--- src/rtl/softmax_normalize.sv ---
// Softmax normalization: divides each exp element by the shared sum with one
// bit-serial restoring divider, producing saturated unsigned fixed-point probabilities.
module softmax_normalize #(
  parameter int NUM_INPUTS = 4,
  parameter int DATA_WIDTH = 16,
  parameter int FRAC_BITS  = 8
) (
  input  logic                             clk,
  input  logic                             rst,
  input  logic                             in_valid,
  output logic                             in_ready,
  input  logic [NUM_INPUTS*DATA_WIDTH-1:0] exp_in,
  input  logic [DATA_WIDTH-1:0]            sum_in,
  output logic                             out_valid,
  input  logic                             out_ready,
  output logic [NUM_INPUTS*DATA_WIDTH-1:0] prob_out,
  output logic                             busy
);

  localparam int TOT = DATA_WIDTH + FRAC_BITS;
  localparam int CW  = $clog2(TOT);
  localparam int IW  = (NUM_INPUTS > 1) ? $clog2(NUM_INPUTS) : 1;
  localparam logic [CW-1:0] BIT_LAST = CW'(TOT - 1);
  localparam logic [IW-1:0] IDX_LAST = IW'(NUM_INPUTS - 1);

  localparam logic [1:0] IDLE = 2'd0;
  localparam logic [1:0] DIV  = 2'd1;
  localparam logic [1:0] DONE = 2'd2;

  logic [1:0]                             state;
  logic [NUM_INPUTS-1:0][DATA_WIDTH-1:0]  exp_r;
  logic [NUM_INPUTS-1:0][DATA_WIDTH-1:0]  prob_r;
  logic [DATA_WIDTH-1:0]                  sum_r;
  logic [DATA_WIDTH-1:0]                  dvd;
  logic [DATA_WIDTH:0]                    rem;
  logic [TOT-1:0]                         quo;
  logic [IW-1:0]                          idx;
  logic [CW-1:0]                          bit_cnt;

  logic [DATA_WIDTH:0]   rem_sh, rem_nxt, den;
  logic                  ge;
  logic [TOT-1:0]        quo_nxt;
  logic [DATA_WIDTH-1:0] result;
  logic [IW-1:0]         idx_nxt;
  logic                  last_bit;

  assign in_ready  = (state == IDLE);
  assign out_valid = (state == DONE);
  assign busy      = (state != IDLE);
  assign prob_out  = prob_r;

  // dvd feeds the dividend MSB first; once the exp bits are shifted out it
  // supplies the FRAC_BITS trailing zeros. sum=0 makes every compare true,
  // so the quotient is all ones and saturates naturally.
  always_comb begin
    den      = {1'b0, sum_r};
    rem_sh   = {rem[DATA_WIDTH-1:0], dvd[DATA_WIDTH-1]};
    ge       = (rem_sh >= den);
    rem_nxt  = ge ? (rem_sh - den) : rem_sh;
    quo_nxt  = {quo[TOT-2:0], ge};
    result   = (|quo_nxt[TOT-1:DATA_WIDTH]) ? '1 : quo_nxt[DATA_WIDTH-1:0];
    idx_nxt  = idx + IW'(1);
    last_bit = (bit_cnt == BIT_LAST);
  end

  always_ff @(posedge clk or negedge rst) begin
    if (!rst) begin
      state   <= IDLE;
      exp_r   <= '0;
      prob_r  <= '0;
      sum_r   <= '0;
      dvd     <= '0;
      rem     <= '0;
      quo     <= '0;
      idx     <= '0;
      bit_cnt <= '0;
    end else begin
      case (state)
        IDLE: if (in_valid) begin
          exp_r   <= exp_in;
          sum_r   <= sum_in;
          dvd     <= exp_in[DATA_WIDTH-1:0];
          rem     <= '0;
          quo     <= '0;
          idx     <= '0;
          bit_cnt <= '0;
          state   <= DIV;
        end
        DIV: begin
          rem     <= rem_nxt;
          quo     <= quo_nxt;
          dvd     <= {dvd[DATA_WIDTH-2:0], 1'b0};
          bit_cnt <= bit_cnt + CW'(1);
          if (last_bit) begin
            prob_r[idx] <= result;
            rem         <= '0;
            quo         <= '0;
            bit_cnt     <= '0;
            if (idx == IDX_LAST) begin
              state <= DONE;
            end else begin
              idx <= idx_nxt;
              dvd <= exp_r[idx_nxt];
            end
          end
        end
        DONE: if (out_ready) state <= IDLE;
        default: state <= IDLE;
      endcase
    end
  end

endmodule
--- config.mk ---
export PLATFORM = sky130hd
export DESIGN_NAME = softmax_normalize
export DESIGN_NICKNAME = d
export VERILOG_FILES = /design/src/rtl/softmax_normalize.sv
export SDC_FILE = /design/constraint.sdc
export NUM_CORES = 1
export LEC_CHECK = 0
export ABC_AREA = 1
export CAP_MARGIN = 20
export CORE_MARGIN = 2
export CORE_UTILIZATION = 25
export DETAILED_ROUTE_END_ITERATION = 8
export PLACE_DENSITY = 0.45
export SYNTH_ARGS = -nofsm -noshare
export SYNTH_HDL_FRONTEND = slang
export SYNTH_SLANG_ARGS = --single-unit
--- constraint.sdc ---
create_clock -name clk -period 2.12 [get_ports clk]
set_input_delay 0.212 -clock clk [delete_from_list [all_inputs] [get_ports clk]]
set_output_delay 0.212 -clock clk [all_outputs]
set_load 0.1 [all_outputs]
==> load_flow_metrics.sql, run 1 <==
INSERT INTO impl_metrics (metric_group, metric, value, unit) VALUES
('yosys', 'async_flop_share', '100', '%'),
('setup_path', 'crit_path_max_cell_delay', '0.39', 'ns'),
('floorplan', 'area_enclosed_by_the_die_boundary', '0.0410', 'mm²'),
('finish', 'post_route_cells_drive_above_1_share', '13.3', '%'),
('power', 'comb_power_share', '53.0', '%'),
('detailed_routing', 'drt_first_iter_violations', '479', ''),
('global_routing', 'number_of_global_route_vias_before_repair', '8559', ''),
('power', 'seq_power_share', '28.7', '%'),
('yosys', 'synth-edff-count', '0', ''),
('setup_path', 'setup.worst_path.class', 'reg2reg', ''),
('place', 'place_worst_setup_slack', '0.120', 'ns'),
('yosys', 'post_synth_most_frequent_cells', '524 x sky130_fd_sc_hd__nand2_1, 208 x sky130_fd_sc_hd__dfrtp_1, 107 x sky130_fd_sc_hd__inv_1, 89 x sky130_fd_sc_hd__o21ai_0, 45 x sky130_fd_sc_hd__nand3_1', ''),
('power', 'net-switching-power', '11.7', 'mW'),
('min_path', 'timing.hold.worst.class', 'in2reg', ''),
('power', 'power_density', '1860', 'mW/mm²'),
('global_routing', 'overflow', '0', ''),
('setup_path', 'required', '2.55', 'ns'),
('sta', 'maximum_clock_frequency', '0.509', 'GHz'),
('sta', 'final.min_clock_period', '1.96', 'ns'),
('yosys', 'synth-seq-cells', '208', ''),
('sta', 'relSlewSlack', '64.1', '%'),
('finish', 'seq_area', '0.00520', 'mm²'),
('finish', 'area_used_by_multi_input_combinational_logic', '0.00405', 'mm²'),
('detailed_routing', 'postRouteWirelength', '28600', 'µm'),
('sta', 'timing.clock.skew', '0.0225', 'ns'),
('clock_tree', 'clock_tree.buffer_depth', '3', ''),
('place', 'globalplace.congestion', '0.828', ''),
('sta', 'crit_path_setup_slack_layout', '0.156', 'ns'),
('min_path', 'min_path_cells', '3', ''),
('sta', 'rsz0062_at_grt', 'no', ''),
('setup_path', 'crit_chain', 'ha_1 > nand2_1 > inv_1 > nand2_1 > nor3_1 > nand2_1 > nand2_2 > nand2_4 > nand2_4 > buf_12 > nand2_1 > nand3_1 > nand2_1', ''),
('sta', 'timing_worst_slew_pin_value', '0.539', 'ns'),
('power', 'static-leakage-power', '6.45', 'nW'),
('clock_tree', 'cts_tree', 'yes', ''),
('yosys', 'post_syn_nets', '1330', ''),
('detailed_routing', 'wl_per_cell', '14.9', 'µm'),
('floorplan', 'initial_core_util', '25.4', '%'),
('setup_path', 'cp_top_family', 'simple AND/OR/NAND/NOR gates', ''),
('finish', 'fin_nets', '1493', ''),
('clock_tree', 'numCtsBuffers', '25', ''),
('clock_tree', 'ctsHtreeMaxLevel', '1', ''),
('status', 'run_status', 'finished clean', ''),
('floorplan', 'vertical_die_dimension', '202', 'µm'),
('setup_path', 'critPathMostFrequentCell', 'sky130_fd_sc_hd__nand2_1', ''),
('yosys', 'synth-main-ff-cell', 'sky130_fd_sc_hd__dfrtp_1', ''),
('setup_path', 'crit_buf_inv', '2', ''),
('global_routing', 'grtUsageTotal', '14.2', '%'),
('clock_tree', 'cts.reportedPaths.clkPinSlew', '0.06', 'ns'),
('setup_path', 'worstSetupStartpointType', 'flip-flop', ''),
('floorplan', 'die-width', '202', 'µm'),
('yosys', 'synthDistinctLibCells', '35', ''),
('detailed_routing', 'via_count', '8302', ''),
('clock_tree', 'clk_latency', '0.55', 'ns'),
('yosys', 'post-synth-top-area-cell', 'sky130_fd_sc_hd__dfrtp_1', ''),
('floorplan', 'coreArea', '0.0387', 'mm²'),
('clock_tree', 'clock_sink_count', '208', ''),
('power', 'internal_power', '12.3', 'mW'),
('sta', 'post-route-period-util', '92.6', '%'),
('yosys', 'post_synth_inst_count', '1224', ''),
('yosys', 'synth_top_cells_by_area', 'sky130_fd_sc_hd__dfrtp_1 53%, sky130_fd_sc_hd__nand2_1 20%, sky130_fd_sc_hd__o21ai_0 4.5%', ''),
('clock_tree', 'ctsRootBufferMaster', 'sky130_fd_sc_hd__clkbuf_16', ''),
('place', 'place.port_buffers', '150', ''),
('finish', 'area_delta_synth_final', '31.2', '%'),
('global_routing', 'grt_first_pass_wirelength', '47200', 'µm'),
('min_path', 'min_delay_worst_endpoint', 'exp_r[38]$_DFFE_PN0P_', ''),
('power', 'power.share.switching', '48.6', '%'),
('power', 'clock_network_power_share', '18.3', '%'),
('setup_path', 'cp_num_cells', '13', ''),
('min_path', 'min_from', 'exp_in[38]', ''),
('setup_path', 'crit_fanout', '16', ''),
('setup_path', 'endpoint_kind', 'flip-flop', '');
layout by cell type (no fill, tap or decap), types with 2 or more instances in the layout:
cell type and instances:
sky130_fd_sc_hd__nand3b_1 16, sky130_fd_sc_hd__xnor2_1 6, sky130_fd_sc_hd__dfrtp_1 208, sky130_fd_sc_hd__ha_4 3, sky130_fd_sc_hd__nand4_1 5, sky130_fd_sc_hd__nor2_4 5
sky130_fd_sc_hd__clkbuf_8 6, sky130_fd_sc_hd__clkbuf_1 7, sky130_fd_sc_hd__buf_4 93, sky130_fd_sc_hd__nand3_1 45, sky130_fd_sc_hd__a21oi_1 26, sky130_fd_sc_hd__clkbuf_16 25
sky130_fd_sc_hd__o22ai_1 23, sky130_fd_sc_hd__ha_1 16, sky130_fd_sc_hd__inv_1 105, sky130_fd_sc_hd__ha_2 2, sky130_fd_sc_hd__o21ai_0 78, sky130_fd_sc_hd__nor2_1 39
sky130_fd_sc_hd__inv_2 9, sky130_fd_sc_hd__clkdlybuf4s50_1 82, sky130_fd_sc_hd__clkinv_2 4, sky130_fd_sc_hd__o211ai_1 24, sky130_fd_sc_hd__nor3_1 4, sky130_fd_sc_hd__nand2_1 515
sky130_fd_sc_hd__nand2_4 2, sky130_fd_sc_hd__clkinvlp_4 3, sky130_fd_sc_hd__buf_12 10, sky130_fd_sc_hd__bufinv_16 2, sky130_fd_sc_hd__o21ai_1 11, sky130_fd_sc_hd__nand2_2 16
area by class of cell:
class,instances,share of cell area (%)
tap,518,5.02
inverter,116,3.40
sequential,208,40.3
clock inverter,9,0.891
timing repair buffer,187,13.5
clock buffer,37,5.58
multi-input combinational,849,31.3
power groups by stage:
| stage | Combinational [mW] | Sequential [mW] | Clock (mW) |
|---|---|---|---|
| 2_1_floorplan | 5.88 | 10.5 | 0 |
| 3_3_place_gp | 12.7 | 6.91 | 0 |
| 3_5_place_dp | 12.7 | 6.93 | 0 |
| 4_1_cts | 12.8 | 6.88 | 4.54 |
| 5_1_grt | 14.1 | 7.13 | 4.68 |
| 6_report | 12.7 | 6.89 | 4.39 |
cell families after synthesis:
group,synth area share (%)
adder cells (fa/ha/maj),2.87
flip-flops,52.9
XOR/XNOR,0.623
buffers and inverters,6.96
AO/OA/AOI/OAI,9.66
AND/OR/NAND/NOR,27.0
metrics by stage:
step / util [%] / cell area (µm²) / total power [mW] / hold slack, ns
after global routing: 33.3 / 12900 / 25.9 / 0.194
after floorplan: - / 9980 / 16.4 / -0.0836
after CTS: 33.2 / 12900 / 24.2 / 0.175
after detailed placement: 31.0 / 12000 / 19.6 / 0.229
after global placement: 31.0 / 12000 / 19.6 / 0.226
final: 33.3 / 12900 / 24.0 / 0.200
worst max path at each step:
stage                         startpoint                    end  slack, ns
finish                rem[4]$_DFFE_PN0P_     rem[8]$_DFFE_PN0P_       0.16
global route          rem[8]$_DFFE_PN0P_    rem[11]$_DFFE_PN0P_      0.003
CTS                   rem[2]$_DFFE_PN0P_    rem[15]$_DFFE_PN0P_       0.12
detailed placement    rem[2]$_DFFE_PN0P_    rem[15]$_DFFE_PN0P_       0.12
global placement      rem[2]$_DFFE_PN0P_    rem[15]$_DFFE_PN0P_       0.14
floorplan           state[0]$_DFFE_PN0P_  exp_r[44]$_DFFE_PN0P_      -0.41
routing by layer:
layer	vias to the layer above	global-route usage [%]	part of all wire, %
li1	4211	-	-
met1	3913	20.3	49
met2	147	22.9	45
met3	31	2.18	3.9
met4	0	3.10	1.6
met5	-	0	0
sequential cells by signal, summed over array words and instances (netlist names):
signal	count
quo	23
bit_cnt	5
state	2
rem	16
dvd	16
prob_out	64
idx	2
sum_r	16
exp_r	64
what timing repair did:
item                                    CTS  global route
endpoints found under the setup margin    0            20
setup buffers                             0             0
hold endpoints to repair                 47             0
gates resized for setup                   0             9
hold buffers                              1             0
worst reg2reg max path, stage by stage (launching register included):
cell	delay [ns]
sky130_fd_sc_hd__dfrtp_1	0.39
sky130_fd_sc_hd__ha_1	0.36
sky130_fd_sc_hd__nand2_1	0.10
sky130_fd_sc_hd__inv_1	0.08
sky130_fd_sc_hd__nand2_1	0.07
sky130_fd_sc_hd__nor3_1	0.13
sky130_fd_sc_hd__nand2_1	0.10
sky130_fd_sc_hd__nand2_2	0.10
sky130_fd_sc_hd__nand2_4	0.08
sky130_fd_sc_hd__nand2_4	0.10
sky130_fd_sc_hd__buf_12	0.15
sky130_fd_sc_hd__nand2_1	0.08
sky130_fd_sc_hd__nand3_1	0.06
sky130_fd_sc_hd__nand2_1	0.05
Note: power is estimated with default switching activity, not from simulation.
==> run 2: changes to the inputs <==
--- a/config.mk
+++ b/config.mk
@@ -5,12 +5,11 @@
 export SDC_FILE = /design/constraint.sdc
 export NUM_CORES = 1
 export LEC_CHECK = 0
-export ABC_AREA = 1
 export CAP_MARGIN = 20
 export CORE_MARGIN = 2
-export CORE_UTILIZATION = 25
+export CORE_UTILIZATION = 49
 export DETAILED_ROUTE_END_ITERATION = 8
-export PLACE_DENSITY = 0.45
+export PLACE_DENSITY = 0.77
 export SYNTH_ARGS = -nofsm -noshare
 export SYNTH_HDL_FRONTEND = slang
 export SYNTH_SLANG_ARGS = --single-unit
==> run 2 against run 1 <==
The run now ends with negative setup slack left. Sequential power down 7.7%. Clock power down 4%. Critical path depth down 4. Combinational power down 12%. Total power down 9.5%.
==> load_flow_metrics.sql, run 2 <==
INSERT INTO impl_metrics (metric_group, metric, value, unit) VALUES
('status', 'failing_checks', 'negative setup slack', ''),
('sta', 'setup_violations', '20', ''),
('global_routing', 'number_of_antenna_violations_at_the_first_check_in_global_routing', '0', ''),
('global_routing', 'pin_count_of_the_biggest_net_entering_global_routing', '57', ''),
('global_routing', 'grtUsageTotal', '22.6', '%'),
('clock_tree', 'ctsHtreeMaxLevel', '1', ''),
('finish', 'post_route_cells_drive_above_1_share', '32.9', '%'),
('setup_path', 'setup.worst_path.class', 'reg2reg', ''),
('finish', 'fin_nets', '1173', ''),
('floorplan', 'coreArea', '0.0188', 'mm²'),
('power', 'irDropWorstVdd', '0.000710', 'V'),
('finish', 'num_antenna_cells', '0', ''),
('detailed_routing', 'remaining_number_of_nets_flagged_by_the_antenna_check_after_routing', '0', ''),
('yosys', 'post_synth_most_frequent_cells', '208 x sky130_fd_sc_hd__dfrtp_1, 126 x sky130_fd_sc_hd__nand2_1, 106 x sky130_fd_sc_hd__o21ai_0, 65 x sky130_fd_sc_hd__mux2_2, 35 x sky130_fd_sc_hd__clkbuf_1', ''),
('detailed_routing', 'firstDrtPassIters', '5', ''),
('place', 'place.port_buffers', '150', ''),
('yosys', 'synth_top_area_share', '55.3', '%'),
('sta', 'timing.clock.skew', '0.00585', 'ns'),
('setup_path', 'endpoint_kind', 'flip-flop', ''),
('finish', 'area_delta_synth_final', '37.9', '%'),
('global_routing', 'number_of_global_route_vias_before_repair', '7472', ''),
('finish', 'finalCoreUtilization', '69.2', '%'),
('floorplan', 'area_enclosed_by_the_die_boundary', '0.0203', 'mm²'),
('power', 'power_density', '1670', 'mW/mm²'),
('sta', 'hold_viol', '0', ''),
('setup_path', 'worstSetupStartpointType', 'flip-flop', ''),
('setup_path', 'crit_fanout', '6', ''),
('setup_path', 'required', '2.49', 'ns'),
('setup_path', 'critPathLaunch', 'sum_r[12]$_DFFE_PN0P_', ''),
('finish', 'layout.cells.most_common', 'sky130_fd_sc_hd__dfrtp_1', ''),
('detailed_routing', 'detail_route.vias_per_cell', '5.64', ''),
('yosys', 'synthDistinctLibCells', '59', ''),
('detailed_routing', 'postRouteWirelength', '22900', 'µm'),
('clock_tree', 'clk_latency', '0.50', 'ns'),
('setup_path', 'critical_r2r_launch', 'sum_r[12]$_DFFE_PN0P_', ''),
('yosys', 'synth-seq-cells', '208', ''),
('finish', 'fillers', '1318', ''),
('sta', 'final.min_clock_period', '2.24', 'ns'),
('sta', 'post-route-period-util', '106', '%'),
('yosys', 'synth-main-ff-cell', 'sky130_fd_sc_hd__dfrtp_1', ''),
('detailed_routing', 'wl_per_cell', '17.4', 'µm'),
('sta', 'maximum_clock_frequency', '0.446', 'GHz'),
('yosys', 'synth_area_per_cell', '11.4', 'µm²'),
('clock_tree', 'numCtsBuffers', '22', ''),
('detailed_routing', 'drt_first_iter_violations', '488', ''),
('floorplan', 'ioPinCount', '151', ''),
('detailed_routing', 'via_count', '7433', ''),
('finish', 'commonest_non_fill_non_tap_cells_in_the_layout', '207 x sky130_fd_sc_hd__dfrtp_1, 166 x sky130_fd_sc_hd__buf_4, 125 x sky130_fd_sc_hd__nand2_1, 103 x sky130_fd_sc_hd__o21ai_0, 82 x sky130_fd_sc_hd__clkdlybuf4s50_1', ''),
('min_path', 'timing.hold.worst.class', 'in2async', ''),
('finish', 'instances_no_fill', '1317', ''),
('clock_tree', 'clock_tree.buffer_depth', '3', ''),
('sta', 'timing_worst_slew_pin_value', '0.609', 'ns'),
('yosys', 'post-synth-top-area-cell', 'sky130_fd_sc_hd__dfrtp_1', ''),
('status', 'run_status', 'complete, but fails checks', ''),
('yosys', 'synth.cell_area', '0.00942', 'mm²'),
('yosys', 'post_synth_inst_count', '827', ''),
('sta', 'maxSlewViolCount', '0', ''),
('finish', 'stdcell_area', '0.0130', 'mm²'),
('clock_tree', 'ctsRootBufferMaster', 'sky130_fd_sc_hd__clkbuf_16', ''),
('clock_tree', 'clock_sink_count', '208', ''),
('global_routing', 'grt_first_pass_wirelength', '37300', 'µm'),
('sta', 'fin_tns_setup', '-1.74', 'ns'),
('place', 'post_dp_cell_area', '0.0118', 'mm²'),
('yosys', 'async_flop_share', '100', '%'),
('clock_tree', 'cts.reportedPaths.clkPinSlew', '0.06', 'ns'),
('detailed_routing', 'number_of_drc_violations_after_detailed_routing', '0', ''),
('power', 'static-leakage-power', '5.81', 'nW'),
('place', 'globalplace.congestion', '0.843', ''),
('sta', 'crit_path_setup_slack_layout', '-0.121', 'ns'),
('sta', 'relSlewSlack', '59.3', '%'),
('run', 'max-cap-violations', '0', ''),
('sta', 'worst_hold_slack', '0.238', 'ns'),
('yosys', 'synth-seq-area-share', '55.3', '%'),
('setup_path', 'cp_data_arrival_time', '2.62', 'ns'),
('yosys', 'yosysWarnings', '0', ''),
('floorplan', 'die-width', '143', 'µm'),
('global_routing', 'overflow', '0', ''),
('place', 'dpl.cell_count', '1264', ''),
('sta', 'rsz0062_at_grt', 'yes', ''),
('yosys', 'synth.most_common_cell', 'sky130_fd_sc_hd__dfrtp_1', ''),
('yosys', 'synth-edff-count', '0', ''),
('yosys', 'synth_top_cells_by_area', 'sky130_fd_sc_hd__dfrtp_1 55%, sky130_fd_sc_hd__mux2_2 7.8%, sky130_fd_sc_hd__o21ai_0 5.6%', ''),
('floorplan', 'placementRows', '50', ''),
('floorplan', 'vertical_die_dimension', '143', 'µm'),
('clock_tree', 'cts_tree', 'yes', ''),
('floorplan', 'initial_core_util', '50.2', '%'),
('place', 'dp.final_hpwl', '15400', 'µm'),
('yosys', 'post_syn_nets', '933', '');
-- run 2: cell types whose count changed in the layout (fill, tap and decap cells not counted), moves of 25 or more --
cell,before,now
sky130_fd_sc_hd__mux2_2,0,65
sky130_fd_sc_hd__inv_1,105,19
sky130_fd_sc_hd__buf_4,93,166
sky130_fd_sc_hd__o21ai_0,78,103
sky130_fd_sc_hd__nand3_1,45,4
sky130_fd_sc_hd__nand2_1,515,125
-- run 2: report_power, final --
group / internal [mW] / total, mW / switching, mW / leakage [nW]
Clock: 2.64 / 4.21 / 1.57 / 0.395
Sequential: 5.46 / 6.36 / 0.898 / 2.65
Combinational: 5.27 / 11.2 / 5.89 / 2.76
Total: 13.4 / 21.7 / 8.35 / 5.81
-- run 2: cell type report --
cell class                      count  area (µm²)  area share [%]
Clock buffer                       31         656            5.05
Sequential cell                   208        5210            40.1
Clock inverter                      9         151            1.17
Tap cell                          234         293            2.25
Inverter                           24        90.1           0.694
Timing Repair Buffer              263        2330            18.0
Multi-Input combinational cell    548        4260            32.8
-- run 2: kinds of logic after synthesis --
family | share of synthesized area [%]
AOI/OAI and AO/OA | 14.8
and+or+nand+nor | 9.88
DFF | 55.3
muxes | 13.2
buffers and inverters | 3.02
adders and majority gates | 3.00
xor gates and xnor gates | 0.837
-- run 2: path summary, 6_finish.rpt --
path                                                 end  slack [ns]  depth (start not counted)
max in group asynchronous          exp_r[26]$_DFFE_PN0P_        1.16                          3
worst min register to register  prob_out[30]$_DFFE_PN0P_        0.48                          2
worst max register to register        rem[6]$_DFFE_PN0P_       -0.12                          9
worst min-delay path               exp_r[51]$_DFFE_PN0P_        0.24                          2
worst max-delay path                  rem[6]$_DFFE_PN0P_       -0.12                          9
min in group clk                    sum_r[8]$_DFFE_PN0P_        0.27                          3
-- run 2: timing repair --
item / in CTS / in global routing
buffers inserted: 9 / 3
pin swaps: 20 / 7
endpoints found under the hold margin: 51 / 0
endpoints found under the setup margin: 21 / 61
hold buffers: 1 / 0
resized for setup: 32 / 19
-- run 2: metal layers --
metal	wire, µm	track usage (%)
met4	589	6.36
met3	1570	4.80
met1	9770	30.3
met2	11000	37.7
met5	0	0
-- run 2: critical path, cell delays in order, from the launching register on --
cell	delay, ns
sky130_fd_sc_hd__dfrtp_1	0.37
sky130_fd_sc_hd__inv_2	0.08
sky130_fd_sc_hd__ha_4	0.22
sky130_fd_sc_hd__a21oi_4	0.16
sky130_fd_sc_hd__o21ai_1	0.10
sky130_fd_sc_hd__a41o_1	0.23
sky130_fd_sc_hd__or4b_4	0.61
sky130_fd_sc_hd__buf_12	0.17
sky130_fd_sc_hd__nand4_1	0.08
sky130_fd_sc_hd__o211ai_1	0.10
-- run 2: metrics by stage --
step | setup WS [ns] | power [mW]
final | -0.121 | 21.7
after global routing | -0.203 | 23.0
after CTS | -0.0892 | 21.3
after detailed placement | -0.339 | 16.2
after global placement | -0.265 | 15.9
after floorplan | -0.142 | 12.7
